[config.mk]
export PLATFORM = sky130hd
export DESIGN_NAME = p2_stride_seq_flat
export DESIGN_NICKNAME = d
export VERILOG_FILES = /design/src/rtl/p2_stride_seq_pkg.sv /design/src/rtl/p2_stride_seq_if.sv /design/src/rtl/p2_stride_seq_pick.sv /design/src/rtl/p2_stride_seq.sv /design/src/flat_wrapper.sv
export SDC_FILE = /design/constraint.sdc
export NUM_CORES = 1
export LEC_CHECK = 0
export ABC_AREA = 1
export BUFFER_PORTS_ARGS = -buffer_cell sky130_fd_sc_hd__buf_4
export CAP_MARGIN = 15
export CELL_PAD_IN_SITES_DETAIL_PLACEMENT = 1
export CELL_PAD_IN_SITES_GLOBAL_PLACEMENT = 1
export CORE_MARGIN = 2
export CORE_UTILIZATION = 38
export DETAILED_ROUTE_END_ITERATION = 8
export MAX_ROUTING_LAYER = met4
export PLACE_DENSITY = 0.84
export SLEW_MARGIN = 40
export SYNTH_ARGS = -nofsm -noshare
export SYNTH_HDL_FRONTEND = slang
export SYNTH_SLANG_ARGS = --single-unit
[constraint.sdc]
create_clock -name clk_i -period 6.17 [get_ports clk_i]
set_clock_uncertainty 0.1 [all_clocks]
set_input_delay 0.3085 -clock clk_i [delete_from_list [all_inputs] [get_ports clk_i]]
set_output_delay 0.3085 -clock clk_i [all_outputs]
set_load 0.02 [all_outputs]
[src/rtl/p2_stride_seq_pkg.sv]
// Shared types and helpers for the power-of-two stride sequencer.
package p2_stride_seq_pkg;

  typedef enum logic {P2_LSB_FIRST, P2_MSB_FIRST} p2_order_e;

  // Index width for an n-entry range, never narrower than one bit.
  function automatic int unsigned idx_width(input int unsigned n);
    return (n > 1) ? $clog2(n) : 1;
  endfunction

endpackage

[src/rtl/p2_stride_seq_if.sv]
// Stride request and one-hot beat channels of the stride sequencer.
interface p2_stride_seq_if
  import p2_stride_seq_pkg::*;
#(
  parameter int unsigned StrideWidth = idx_width(32),
  parameter int unsigned IdxWidth    = idx_width(StrideWidth)
) ();

  logic [StrideWidth-1:0] stride;
  p2_order_e              order;
  logic                   stride_valid;
  logic                   stride_ready;
  logic [StrideWidth-1:0] p2_stride;
  logic [IdxWidth-1:0]    p2_idx;
  logic                   p2_last;
  logic                   p2_valid;
  logic                   p2_ready;
  logic [IdxWidth:0]      popc;

  modport master (
    output stride, order, stride_valid, p2_ready,
    input  stride_ready, p2_stride, p2_idx, p2_last, p2_valid, popc
  );

  modport slave (
    input  stride, order, stride_valid, p2_ready,
    output stride_ready, p2_stride, p2_idx, p2_last, p2_valid, popc
  );

endinterface

[src/rtl/p2_stride_seq_pick.sv]
// Combinational picker: selects the lowest or highest set bit of the residual
// and flags whether it is the last one.
module p2_stride_pick
  import p2_stride_seq_pkg::*;
#(
  parameter int unsigned StrideWidth = 5,
  parameter int unsigned IdxWidth    = idx_width(StrideWidth)
) (
  input  logic [StrideWidth-1:0] residual_i,
  input  p2_order_e              order_i,
  output logic [StrideWidth-1:0] onehot_o,
  output logic [IdxWidth-1:0]    idx_o,
  output logic                   last_o,
  output logic                   empty_o
);

  logic [IdxWidth:0] popc;

  // Later loop iterations win, so each scan runs towards the bit it prefers.
  always_comb begin
    popc  = '0;
    idx_o = '0;
    for (int i = 0; i < StrideWidth; i++) begin
      popc = popc + (IdxWidth+1)'(residual_i[i]);
      if (residual_i[i] && order_i == P2_MSB_FIRST) idx_o = IdxWidth'(i);
    end
    for (int i = StrideWidth - 1; i >= 0; i--) begin
      if (residual_i[i] && order_i == P2_LSB_FIRST) idx_o = IdxWidth'(i);
    end
    empty_o  = (residual_i == '0);
    last_o   = (popc == (IdxWidth+1)'(1));
    onehot_o = empty_o ? '0 : (StrideWidth'(1) << idx_o);
  end

endmodule

[src/rtl/p2_stride_seq.sv]
// Power-of-two stride sequencer: emits each set bit of an accepted stride as a
// one-hot beat. Define P2_STRIDE_SEQ_CNT_EN to add the beats_left_o counter.
module p2_stride_seq
  import p2_stride_seq_pkg::*;
#(
  parameter int unsigned NrLanes     = 4,
  parameter int unsigned StrideWidth = idx_width(8 * NrLanes),
  parameter int unsigned IdxWidth    = idx_width(StrideWidth)
) (
  input  logic              clk_i,
  input  logic              rst_ni,
  input  logic              flush_i,
  p2_stride_seq_if.slave    bus
`ifdef P2_STRIDE_SEQ_CNT_EN
  ,
  output logic [IdxWidth:0] beats_left_o
`endif
);

  typedef enum logic [1:0] {IDLE, EMIT, ZERO} p2_seq_state_e;

  p2_seq_state_e          state_q, state_d;
  logic [StrideWidth-1:0] residual_q, residual_d;
  p2_order_e              order_q, order_d;
  logic [IdxWidth:0]      popc_q, popc_d;
  logic [IdxWidth:0]      popc_in;

  logic [StrideWidth-1:0] pick_onehot;
  logic [IdxWidth-1:0]    pick_idx;
  logic                   pick_last, pick_empty;

  logic                   p2_valid, p2_last, stride_ready;
  logic                   beat_hs, stride_hs;

  p2_stride_pick #(
    .StrideWidth(StrideWidth),
    .IdxWidth   (IdxWidth)
  ) i_pick (
    .residual_i(residual_q),
    .order_i   (order_q),
    .onehot_o  (pick_onehot),
    .idx_o     (pick_idx),
    .last_o    (pick_last),
    .empty_o   (pick_empty)
  );

  always_comb begin
    popc_in = '0;
    for (int i = 0; i < StrideWidth; i++) popc_in = popc_in + (IdxWidth+1)'(bus.stride[i]);
  end

  // ZERO holds an all-zero residual, so the picker's outputs already form its beat.
  always_comb begin
    state_d      = state_q;
    residual_d   = residual_q;
    order_d      = order_q;
    popc_d       = popc_q;
    p2_valid     = (state_q != IDLE);
    p2_last      = p2_valid & (pick_last | pick_empty);
    stride_ready = (state_q == IDLE) | (p2_valid & bus.p2_ready & p2_last);
    beat_hs      = p2_valid & bus.p2_ready & ~flush_i;
    stride_hs    = bus.stride_valid & stride_ready & ~flush_i;
    if (beat_hs) begin
      residual_d = residual_q ^ pick_onehot;
      if (p2_last) state_d = IDLE;
    end
    if (stride_hs) begin
      residual_d = bus.stride;
      order_d    = bus.order;
      popc_d     = popc_in;
      state_d    = (bus.stride != '0) ? EMIT : ZERO;
    end
    if (flush_i) begin
      state_d    = IDLE;
      residual_d = '0;
    end
  end

  always_ff @(posedge clk_i) begin
    if (!rst_ni) begin
      state_q    <= IDLE;
      residual_q <= '0;
      order_q    <= P2_LSB_FIRST;
      popc_q     <= '0;
    end else begin
      state_q    <= state_d;
      residual_q <= residual_d;
      order_q    <= order_d;
      popc_q     <= popc_d;
    end
  end

  assign bus.stride_ready = stride_ready;
  assign bus.p2_valid     = p2_valid;
  assign bus.p2_stride    = p2_valid ? pick_onehot : '0;
  assign bus.p2_idx       = p2_valid ? pick_idx : '0;
  assign bus.p2_last      = p2_last;
  assign bus.popc         = popc_q;

`ifdef P2_STRIDE_SEQ_CNT_EN
  logic [IdxWidth:0] beats_left_q, beats_left_d;

  always_comb begin
    beats_left_d = beats_left_q;
    if (beat_hs) beats_left_d = beats_left_q - (IdxWidth+1)'(1);
    if (stride_hs) beats_left_d = (popc_in == '0) ? (IdxWidth+1)'(1) : popc_in;
    if (flush_i) beats_left_d = '0;
  end

  always_ff @(posedge clk_i) begin
    if (!rst_ni) beats_left_q <= '0;
    else         beats_left_q <= beats_left_d;
  end

  assign beats_left_o = beats_left_q;
`endif

endmodule

[src/flat_wrapper.sv]
// flat-port wrapper written by rule: the top's interface ports become plain ports
module p2_stride_seq_flat import p2_stride_seq_pkg::*;
#(
  parameter int unsigned NrLanes     = 4,
  parameter int unsigned StrideWidth = idx_width(8 * NrLanes),
  parameter int unsigned IdxWidth    = idx_width(StrideWidth)
)
  (clk_i, rst_ni, flush_i, bus_stride, bus_order, bus_stride_valid, bus_p2_ready, bus_stride_ready, bus_p2_stride, bus_p2_idx, bus_p2_last, bus_p2_valid, bus_popc);
  p2_stride_seq_if #(.StrideWidth(StrideWidth), .IdxWidth(IdxWidth)) bus_i ();
  input  logic clk_i;
  input  logic rst_ni;
  input  logic flush_i;
  input wire logic [$bits(bus_i.stride)-1:0] bus_stride;
  input wire logic [$bits(bus_i.order)-1:0] bus_order;
  input wire logic [$bits(bus_i.stride_valid)-1:0] bus_stride_valid;
  input wire logic [$bits(bus_i.p2_ready)-1:0] bus_p2_ready;
  output wire logic [$bits(bus_i.stride_ready)-1:0] bus_stride_ready;
  output wire logic [$bits(bus_i.p2_stride)-1:0] bus_p2_stride;
  output wire logic [$bits(bus_i.p2_idx)-1:0] bus_p2_idx;
  output wire logic [$bits(bus_i.p2_last)-1:0] bus_p2_last;
  output wire logic [$bits(bus_i.p2_valid)-1:0] bus_p2_valid;
  output wire logic [$bits(bus_i.popc)-1:0] bus_popc;
  assign bus_i.stride = bus_stride;
  assign bus_i.order = bus_order;
  assign bus_i.stride_valid = bus_stride_valid;
  assign bus_i.p2_ready = bus_p2_ready;
  assign bus_stride_ready = bus_i.stride_ready;
  assign bus_p2_stride = bus_i.p2_stride;
  assign bus_p2_idx = bus_i.p2_idx;
  assign bus_p2_last = bus_i.p2_last;
  assign bus_p2_valid = bus_i.p2_valid;
  assign bus_popc = bus_i.popc;
  p2_stride_seq #(.NrLanes(NrLanes), .StrideWidth(StrideWidth), .IdxWidth(IdxWidth)) u_core (.clk_i(clk_i), .rst_ni(rst_ni), .flush_i(flush_i), .bus(bus_i));
endmodule
[Word-level counts from Yosys, hierarchy flattened]
Cells that the tools add are included.
Word-level totals
  word-level logic and storage cells: 61
  flip-flop bits (word level): 12
Cells by class
  eq/ne operators: 1
  $add $sub $neg: 8
  shifts and indexed selects: 1
  muxes and demuxes: 18
  reductions and logical operators: 17
  bitwise operators: 12
Operators by type and width (number)
  two-way mux 3 bit: 7
  two-way mux 5 bit: 4
  adder 4 x 1 -> 4 bit: 4
  two-way mux 2 bit: 6
  logical AND 1 bit: 9
  AND 1 bit: 6
  nonzero test 2 bit: 3
  zero test 5 bit: 1
  nonzero test 5 bit: 1
  << shifter 1 x 3 -> 5 bit (first input constant): 1
  XOR 5 bit: 1
  adder 1 x 1 -> 2 bit: 2
  adder 3 x 1 -> 4 bit: 1
  equality test 4 x 1 -> 1 bit (second input constant): 1
  adder 2 x 1 -> 3 bit: 1
  inverter 1 bit: 3
  zero test 2 bit: 1
  OR 1 bit: 2
  AND reduction 2 bit: 1
  OR reduction 2 bit: 1
  two-way mux 1 bit: 1

[Longest topological paths before layout]
Gate-level depths: netlist (run 1).
  depth in word-level cells: 15
  gate-level depth with buffers: 16

[Hierarchy]
A second synthesis (run 1) with hierarchy kept.
Unflattened totals
  cell total of the unflattened synthesis: 171
  area, all modules: 1002.2 µm²
Modules (own cells, without submodules)
  p2_stride_seq: cells an instance 132, seq. area each 220.2 µm², times used 1, area an instance 778.2 µm²
  p2_stride_pick: cells an instance 39, seq. area each 0.0 µm², times used 1, area an instance 224.0 µm²

[Worst setup path after synthesis (run 1)]
No wires, ideal clock.
  kind: register to register
  start point: reg u_core.residual_q[0]
  end point: reg u_core.state_q[0]
  buffers on the path: 0
  arrival time: 2416 ps
  cell stages (with the launch flop): 15
  path slack: 3531 ps
  period minus slack after synthesis: 2639 ps
  cell sequence: dfxtp_1 inv_1 fa_1 inv_1 fa_1 ha_1 nand3b_1 nand2_2 nand2_2 nand2_4 nand3_4 inv_6 nand2_2 nand2_1 a21oi_1
Between the ends
  word-level cells in the longest chain between the ends: 13
RTL lines
  start, declared: RTL line p2_stride_seq.sv:23  | logic [StrideWidth-1:0] residual_q, residual_d;
  start signal, assigned: RTL line p2_stride_seq.sv:87  | residual_q <= residual_d;
  adder 1 x 1 -> 2 bit: RTL line p2_stride_seq_pick.sv:24  | popc = popc + (IdxWidth+1)'(residual_i[i]);
  adder 2 x 1 -> 3 bit: RTL line p2_stride_seq_pick.sv:24
  adder 3 x 1 -> 4 bit: RTL line p2_stride_seq_pick.sv:24
  adder 4 x 1 -> 4 bit: RTL line p2_stride_seq_pick.sv:24
  equality test 4 x 1 -> 1 bit: RTL line p2_stride_seq_pick.sv:31  | last_o = (popc == (IdxWidth+1)'(1));
  OR 1 bit (*): RTL line p2_stride_seq.sv:59  | p2_last = p2_valid & (pick_last | pick_empty);
  AND 1 bit (*): RTL line p2_stride_seq.sv:59
  AND 1 bit (*): RTL line p2_stride_seq.sv:60  | stride_ready = (state_q == IDLE) | (p2_valid & bus.p2_ready & p2_last);
  OR 1 bit (*): RTL line p2_stride_seq.sv:60
  via bus_stride_ready: RTL line flat_wrapper.sv:17  | output wire logic [$bits(bus_i.stride_ready)-1:0] bus_stride_ready;
  AND 1 bit (*) (2 in series): RTL line p2_stride_seq.sv:62  | stride_hs = bus.stride_valid & stride_ready & ~flush_i;
  nonzero test 2 bit (no source line)
  AND reduction 2 bit (no source line)
  end signal, assigned: RTL line p2_stride_seq.sv:86  | state_q <= state_d;
  end, declared: RTL line p2_stride_seq.sv:22  | p2_seq_state_e state_q, state_d;
Mark *: on every way through the listed nets, which the timed path passes. The rest lies on a longest branch.
A chain may end at the register's enable or synchronous reset.

[Worst setup path after layout (run 1)]
  start point: reg u_core.residual_q[0]
  end point: out bus_stride_ready
Between the ends
  word-level cells in the longest chain between the ends: 9
RTL lines (RTL line)
  adder 1 x 1 -> 2 bit: p2_stride_seq_pick.sv:24
  adder 2 x 1 -> 3 bit: p2_stride_seq_pick.sv:24
  adder 3 x 1 -> 4 bit: p2_stride_seq_pick.sv:24
  adder 4 x 1 -> 4 bit: p2_stride_seq_pick.sv:24
  equality test 4 x 1 -> 1 bit: p2_stride_seq_pick.sv:31
  OR 1 bit (*): p2_stride_seq.sv:59
  AND 1 bit (*): p2_stride_seq.sv:59
  AND 1 bit (*): p2_stride_seq.sv:60
  OR 1 bit (*): p2_stride_seq.sv:60
  end, declared: flat_wrapper.sv:17
Mark *: on every way between the ends. The rest lies on a longest branch, timed or not.

==> results of run 1 <==
-- cells in the final DEF (no fill, tap or decap) --
master,n
a21oi_2,1
nand2_4,1
conb_1,1
inv_1,26
nor4b_1,1
nand2_1,27
o211ai_1,1
o21ai_1,2
a21oi_1,9
nand4_1,1
nand3_4,1
nand3_1,14
clkbuf_4,3
nor2_2,1
buf_4,24
inv_2,1
dfxtp_1,11
o21ai_0,3
inv_6,1
a21boi_0,1
fa_1,4
nor3_1,2
nor4_1,1
nand2_2,7
o21a_1,1
nor2_4,1
nand3b_1,1
nor2_1,9
ha_1,5
clkinv_2,1
-- cell usage after synthesis (2+ instances only) --
| cell | n |
|---|---|
| nand2_1 | 27 |
| dfxtp_1 | 11 |
| nand2_2 | 7 |
| fa_1 | 4 |
| nand3_1 | 14 |
| o21ai_0 | 3 |
| nor3_1 | 2 |
| a21oi_1 | 9 |
| inv_1 | 26 |
| o21ai_1 | 2 |
| ha_1 | 5 |
| nor2_1 | 9 |
-- logic make-up after synthesis --
logic type | count (synthesis) | synth area share, %
compound gates | 18 | 11.0
fa+ha+maj | 9 | 15.5
buf+inv | 29 | 12.8
flops | 11 | 23.9
other cells | 1 | 0.408
simple gates | 67 | 36.3
-- registers in the layout (all words and copies together), names as in the netlist --
| signal | cells |
|---|---|
| u_core.bus.popc | 3 |
| u_core.order_q | 1 |
| u_core.residual_q | 5 |
| u_core.state_q | 2 |
-- worst register-to-register path: stages, from the launching register on --
cell      delay, ps
dfxtp_1         420
inv_1           130
fa_1            550
inv_1            50
fa_1            350
ha_1            270
nand3b_1        160
nand2_2          90
nand2_2          60
nand2_4          80
nand3_4         150
inv_6           140
nand2_2          50
nand3_1          80
nand2_1          50
inv_1            60
-- metal layers --
layer | track usage (%) | vias to the layer above | wire, um | part of all wire, %
li1 | - | 477 | - | -
met1 | 21.9 | 420 | 969 | 40
met2 | 40.8 | 21 | 1300 | 54
met3 | 3.39 | 5 | 99 | 4.1
met4 | 8.97 | 0 | 44 | 1.8
met5 | - | - | 0 | 0
-- final cells by class --
cell class | instances | area, sq um | area share (%)
timing repair buffer | 24 | 180 | 15.6
tap | 28 | 35.0 | 3.03
clock inverter | 1 | 5.00 | 0.433
sequential | 11 | 220 | 19.1
inverter | 28 | 110 | 9.53
multi-input combinational | 95 | 582 | 50.4
clock buffer | 3 | 22.5 | 1.95
-- stage by stage --
stage	total power [W]	instances
final	0.000177	190
after global routing	0.000191	190
after CTS	0.000179	190
after detailed placement	0.000126	186
after global placement	0.000123	186
after floorplan	0.000108	135
-- report_power, final --
group	total (W)	switching, W	internal, W
Sequential	0.0000767	0.00000271	0.0000739
Combinational	0.0000471	0.0000285	0.0000186
Clock	0.0000529	0.0000288	0.0000241
-- worst max path at each step --
| stage | start | endpoint | slack (ps) | cells after the start |
|---|---|---|---|---|
| floorplan | u_core.residual_q[0]$_SDFFE_PP0P_ | u_core.state_q[0]$_SDFFE_PP0P_ | 3530 | 14 |
| global route | u_core.residual_q[0]$_SDFFE_PP0P_ | bus_stride_ready | 3010 | 10 |
| detailed placement | u_core.residual_q[0]$_SDFFE_PP0P_ | u_core.bus.popc[2]$_SDFFE_PN0P_ | 3310 | 13 |
| finish | u_core.residual_q[0]$_SDFFE_PP0P_ | bus_stride_ready | 3170 | 10 |
| CTS | u_core.residual_q[0]$_SDFFE_PP0P_ | bus_stride_ready | 3140 | 10 |
| global placement | u_core.residual_q[0]$_SDFFE_PP0P_ | u_core.state_q[0]$_SDFFE_PP0P_ | 3350 | 14 |
==> results.json, run 1 <==
{
  "synth-seq-area-share_pct": 23.9,
  "reg2reg_from": "u_core.residual_q[0]$_SDFFE_PP0P_",
  "fillers": 309,
  "whs_path_depth": 3,
  "netlist.area_leader.share_pct": 23.9,
  "netlist_instances": 135,
  "fin_nets": 183,
  "slowest_stage": "fa_1",
  "area_growth_syn_to_layout_pct": 25.6,
  "syn-num-nets": 155,
  "tns_ps": 0,
  "arrival_ps": 2590,
  "vdd_drop_max_mv": 0.125,
  "wl_per_cell_um": 12.7,
  "routed_wirelength_um": 2420,
  "whs_ps": 187,
  "path_max_fanout": 5,
  "powerDensity_nw_per_um2": 153,
  "hp-start": "rst_ni",
  "cp.required_ps": 5760,
  "drc": 0,
  "firstDrtPassIters": 4,
  "synth_area_per_cell_sq_um": 6.81,
  "ff2ff_path_depth": 15,
  "rsz0062_at_grt": "no",
  "synth.top_cells.by_area": "dfxtp_1, nand2_1, inv_1",
  "initial_core_util_pct": 40.8,
  "viasPerCell": 4.86,
  "max_freq_ghz": 0.334,
  "grt_max_degree": 11,
  "numPortBuffers": 24,
  "setup_ws_ps": 3170,
  "die_x_um": 53.2,
  "numCtsBuffers": 3,
  "min_to": "u_core.bus.popc[0]$_SDFFE_PN0P_",
  "fin_util_pct": 51.2,
  "finalCriticalPeriod_ps": 3000,
  "setup.worst_path.start_class": "flop",
  "clkLatencyLatePin_ps": 290,
  "design_area_sq_um": 1150,
  "cts.sink_count": 11,
  "grtUsageTotal_pct": 21.6,
  "path_buf_inv": 3,
  "synth_ff_type": "dfxtp_1",
  "die_h_um": 53.2,
  "maxSlewViolCount": 0,
  "yosys.area.top_type": "dfxtp_1",
  "grt_pass1_wl_um": 4230,
  "cap_violations": 0,
  "ys_warn_count": 0,
  "globalplace.congestion": 0.779,
  "grt_overflow": 0,
  "synth_edf_count": 0,
  "placed_cell_area_sq_um": 1130,
  "dieArea_sq_um": 2830,
  "tritoncts": "done",
  "clk_path_buf_depth": 2,
  "post_cts_resized": 0,
  "vias": 923,
  "timing.rr.end": "u_core.residual_q[1]$_SDFFE_PP0P_",
  "worstPathCellList": "inv_1, fa_1, inv_1, fa_1, ha_1, nand3b_1, nand2_2, nand2_2, nand2_4, buf_4",
  "grt_pass1_vias": 962,
  "boundaryPins": 26,
  "worst_setup_path_end_kind": "output pin",
  "crit_type": "reg2out",
  "hold_buffers": 0,
  "cts_root_buf": "clkbuf_4",
  "ctsHtreeMaxLevel": 1,
  "status": "completed",
  "synth_area_sq_um": 920,
  "finalSetupViolCount": 0,
  "hp-class": "in2reg",
  "pre_cts_slack_ps": 3310,
  "ys_ff_latch": 11,
  "r2r_slack_ps": 3340,
  "antenna_left": 0,
  "min_period_over_period_pct": 48.6,
  "async_reset_ff_share_pct": 0,
  "critical-path-top-delay-family": "adder cells",
  "p_leak_nw": 0.601,
  "rows": 17,
  "clk_pin_slew_ps": 80,
  "antenna_found_initial": 0,
  "core-area_sq_um": 2250,
  "layout-drive-gt1-share_pct": 25.9,
  "yosysUniqueCellTypes": 28,
  "finalHoldViolCount": 0,
  "postCtsSetupRepairBufs": 0,
  "first_iter_violations": 12,
  "cpPeakStageDelay_ps": 550,
  "place_hpwl_um": 2090,
  "antenna_cells": 0
}
Power figures use the tool's default switching activity.
==> run 2: changes to the inputs <==
--- a/config.mk
+++ b/config.mk
@@ -11,10 +11,10 @@
 export CELL_PAD_IN_SITES_DETAIL_PLACEMENT = 1
 export CELL_PAD_IN_SITES_GLOBAL_PLACEMENT = 1
 export CORE_MARGIN = 2
-export CORE_UTILIZATION = 38
+export CORE_UTILIZATION = 32
 export DETAILED_ROUTE_END_ITERATION = 8
 export MAX_ROUTING_LAYER = met4
-export PLACE_DENSITY = 0.84
+export PLACE_DENSITY = 0.76
 export SLEW_MARGIN = 40
 export SYNTH_ARGS = -nofsm -noshare
 export SYNTH_HDL_FRONTEND = slang
==> constraint.sdc (replaced) <==
create_clock -name clk_i -period 2.7 [get_ports clk_i]
set_clock_uncertainty 0.1 [all_clocks]
set_input_delay 0.135 -clock clk_i [delete_from_list [all_inputs] [get_ports clk_i]]
set_output_delay 0.135 -clock clk_i [all_outputs]
set_load 0.02 [all_outputs]
==> results.json, run 2 (synthesis results as in run 1) <==
{
  "worst_setup_path_end_kind": "flop",
  "hp-class": "in2reg",
  "core-area_sq_um": 2730,
  "finalHoldViolCount": 0,
  "globalplace.congestion": 0.727,
  "multi_input_area_sq_um": 627,
  "seqCellArea_sq_um": 223,
  "area_growth_syn_to_layout_pct": 35.5,
  "path_max_fanout": 6,
  "initial_core_util_pct": 33.6,
  "rows": 19,
  "antenna_found_initial": 0,
  "mostFrequentLayoutCells": "nand2_1, buf_4, inv_1",
  "maxSlewViolCount": 0,
  "cts.sink_count": 11,
  "fillers": 366,
  "tns_ps": 0,
  "grt_overflow": 0,
  "powerDensity_nw_per_um2": 337,
  "antenna_left": 0,
  "status": "completed",
  "grt_pass1_vias": 988,
  "p_leak_nw": 0.643,
  "layout-drive-gt1-share_pct": 34.5,
  "clk_path_buf_depth": 2,
  "largest_reg_flops": 5,
  "firstDrtPassIters": 4,
  "drc": 0,
  "finalSetupViolCount": 0,
  "crit_type": "reg2reg",
  "arrival_ps": 2760,
  "min_period_over_period_pct": 98.4,
  "vdd_drop_max_mv": 0.252,
  "boundaryPins": 26,
  "wl_per_cell_um": 14.0,
  "grtUsageTotal_pct": 17.0,
  "whs_ps": 14.3,
  "antenna_cells": 0,
  "numCtsBuffers": 3,
  "vias": 962,
  "fin_nets": 189,
  "routed_wirelength_um": 2790,
  "clkLatencyLatePin_ps": 290,
  "tritoncts": "done",
  "max_freq_ghz": 0.377,
  "cp.required_ps": 2810,
  "ctsHtreeMaxLevel": 1,
  "cts_root_buf": "clkbuf_4",
  "dieArea_sq_um": 3320,
  "clk_pin_slew_ps": 90,
  "first_iter_violations": 27,
  "grt_max_degree": 12,
  "setup.worst_path.start_class": "flop",
  "regMostFlops": "u_core.residual_q",
  "finalCriticalPeriod_ps": 2660,
  "grt_pass1_wl_um": 4250,
  "die_x_um": 57.6,
  "die_h_um": 57.6,
  "numPortBuffers": 24,
  "place_hpwl_um": 2180,
  "viasPerCell": 4.83,
  "cap_violations": 0,
  "hold_buffers": 0
}
-- run 2: final cells by class --
| cell class | instances | share of cell area, % |
|---|---|---|
| Multi-Input combinational cell | 96 | 50.3 |
| Timing Repair inverter | 1 | 0.502 |
| Clock inverter | 1 | 0.402 |
| Tap cell | 31 | 3.11 |
| Sequential cell | 11 | 17.9 |
| Clock buffer | 3 | 1.81 |
| Timing Repair Buffer | 28 | 17.2 |
| Inverter | 28 | 8.84 |
-- run 2: per-stage QoR --
step | instances | worst slack (ps) | util [%] | power [W] | instance area (sq um)
finish | 199 | 44.1 | 45.6 | 0.000420 | 1250
global route | 199 | -62.3 | 45.6 | 0.000443 | 1250
detailed placement | 192 | 3.68 | 42.2 | 0.000290 | 1150
CTS | 197 | 5.65 | 43.3 | 0.000409 | 1180
floorplan | 135 | 61.2 | - | 0.000246 | 920
global placement | 192 | 68.5 | 42.2 | 0.000284 | 1150
-- run 2: worst max-delay path, stage by stage, from the launching register on --
cell and delay (ps):
dfxtp_2 360, inv_2 50, fa_1 520, inv_1 50, fa_2 340, ha_4 270
nand3b_1 120, nand2_2 70, nand2_2 90, nand2_4 90, nand3_4 160, nand3_2 70
nand2_1 70, inv_1 50, a21oi_1 170
-- run 2: path summary, 6_finish.rpt --
path / to / start / depth (start not counted) / slack, ps
hold reg to reg: u_core.bus.popc[0]$_SDFFE_PN0P_ / u_core.bus.popc[0]$_SDFFE_PN0P_ / 2 / 370
setup reg to reg: u_core.residual_q[0]$_SDFFE_PP0P_ / u_core.residual_q[0]$_SDFFE_PP0P_ / 14 / 40
setup / recovery: u_core.residual_q[0]$_SDFFE_PP0P_ / u_core.residual_q[0]$_SDFFE_PP0P_ / 14 / 40
hold / removal: u_core.residual_q[4]$_SDFFE_PP0P_ / bus_stride[4] / 3 / 10
-- run 2: where the power goes --
group	switching, W	internal, W	total, W
clock network	0.0000722	0.0000552	0.000127
registers	0.00000530	0.000169	0.000174
logic	0.0000715	0.0000465	0.000118
total	0.000149	0.000271	0.000420
-- run 2: per-layer routing --
metal,vias up,share of wire [%],track usage [%]
li1,493,-,-
met1,445,39,18.7
met2,19,57,31.2
met3,5,3.1,2.01
met4,0,1.4,5.98
met5,-,0,-
-- run 2: timing repair --
| item | 4_1_cts | 5_1_grt |
|---|---|---|
| pin swaps | 0 | 5 |
| gates resized for setup | 0 | 13 |
| setup endpoints to repair | 1 | 13 |
| buffers inserted | 0 | 1 |
| hold endpoints to repair | 0 | 0 |
| gates cloned | 1 | 1 |
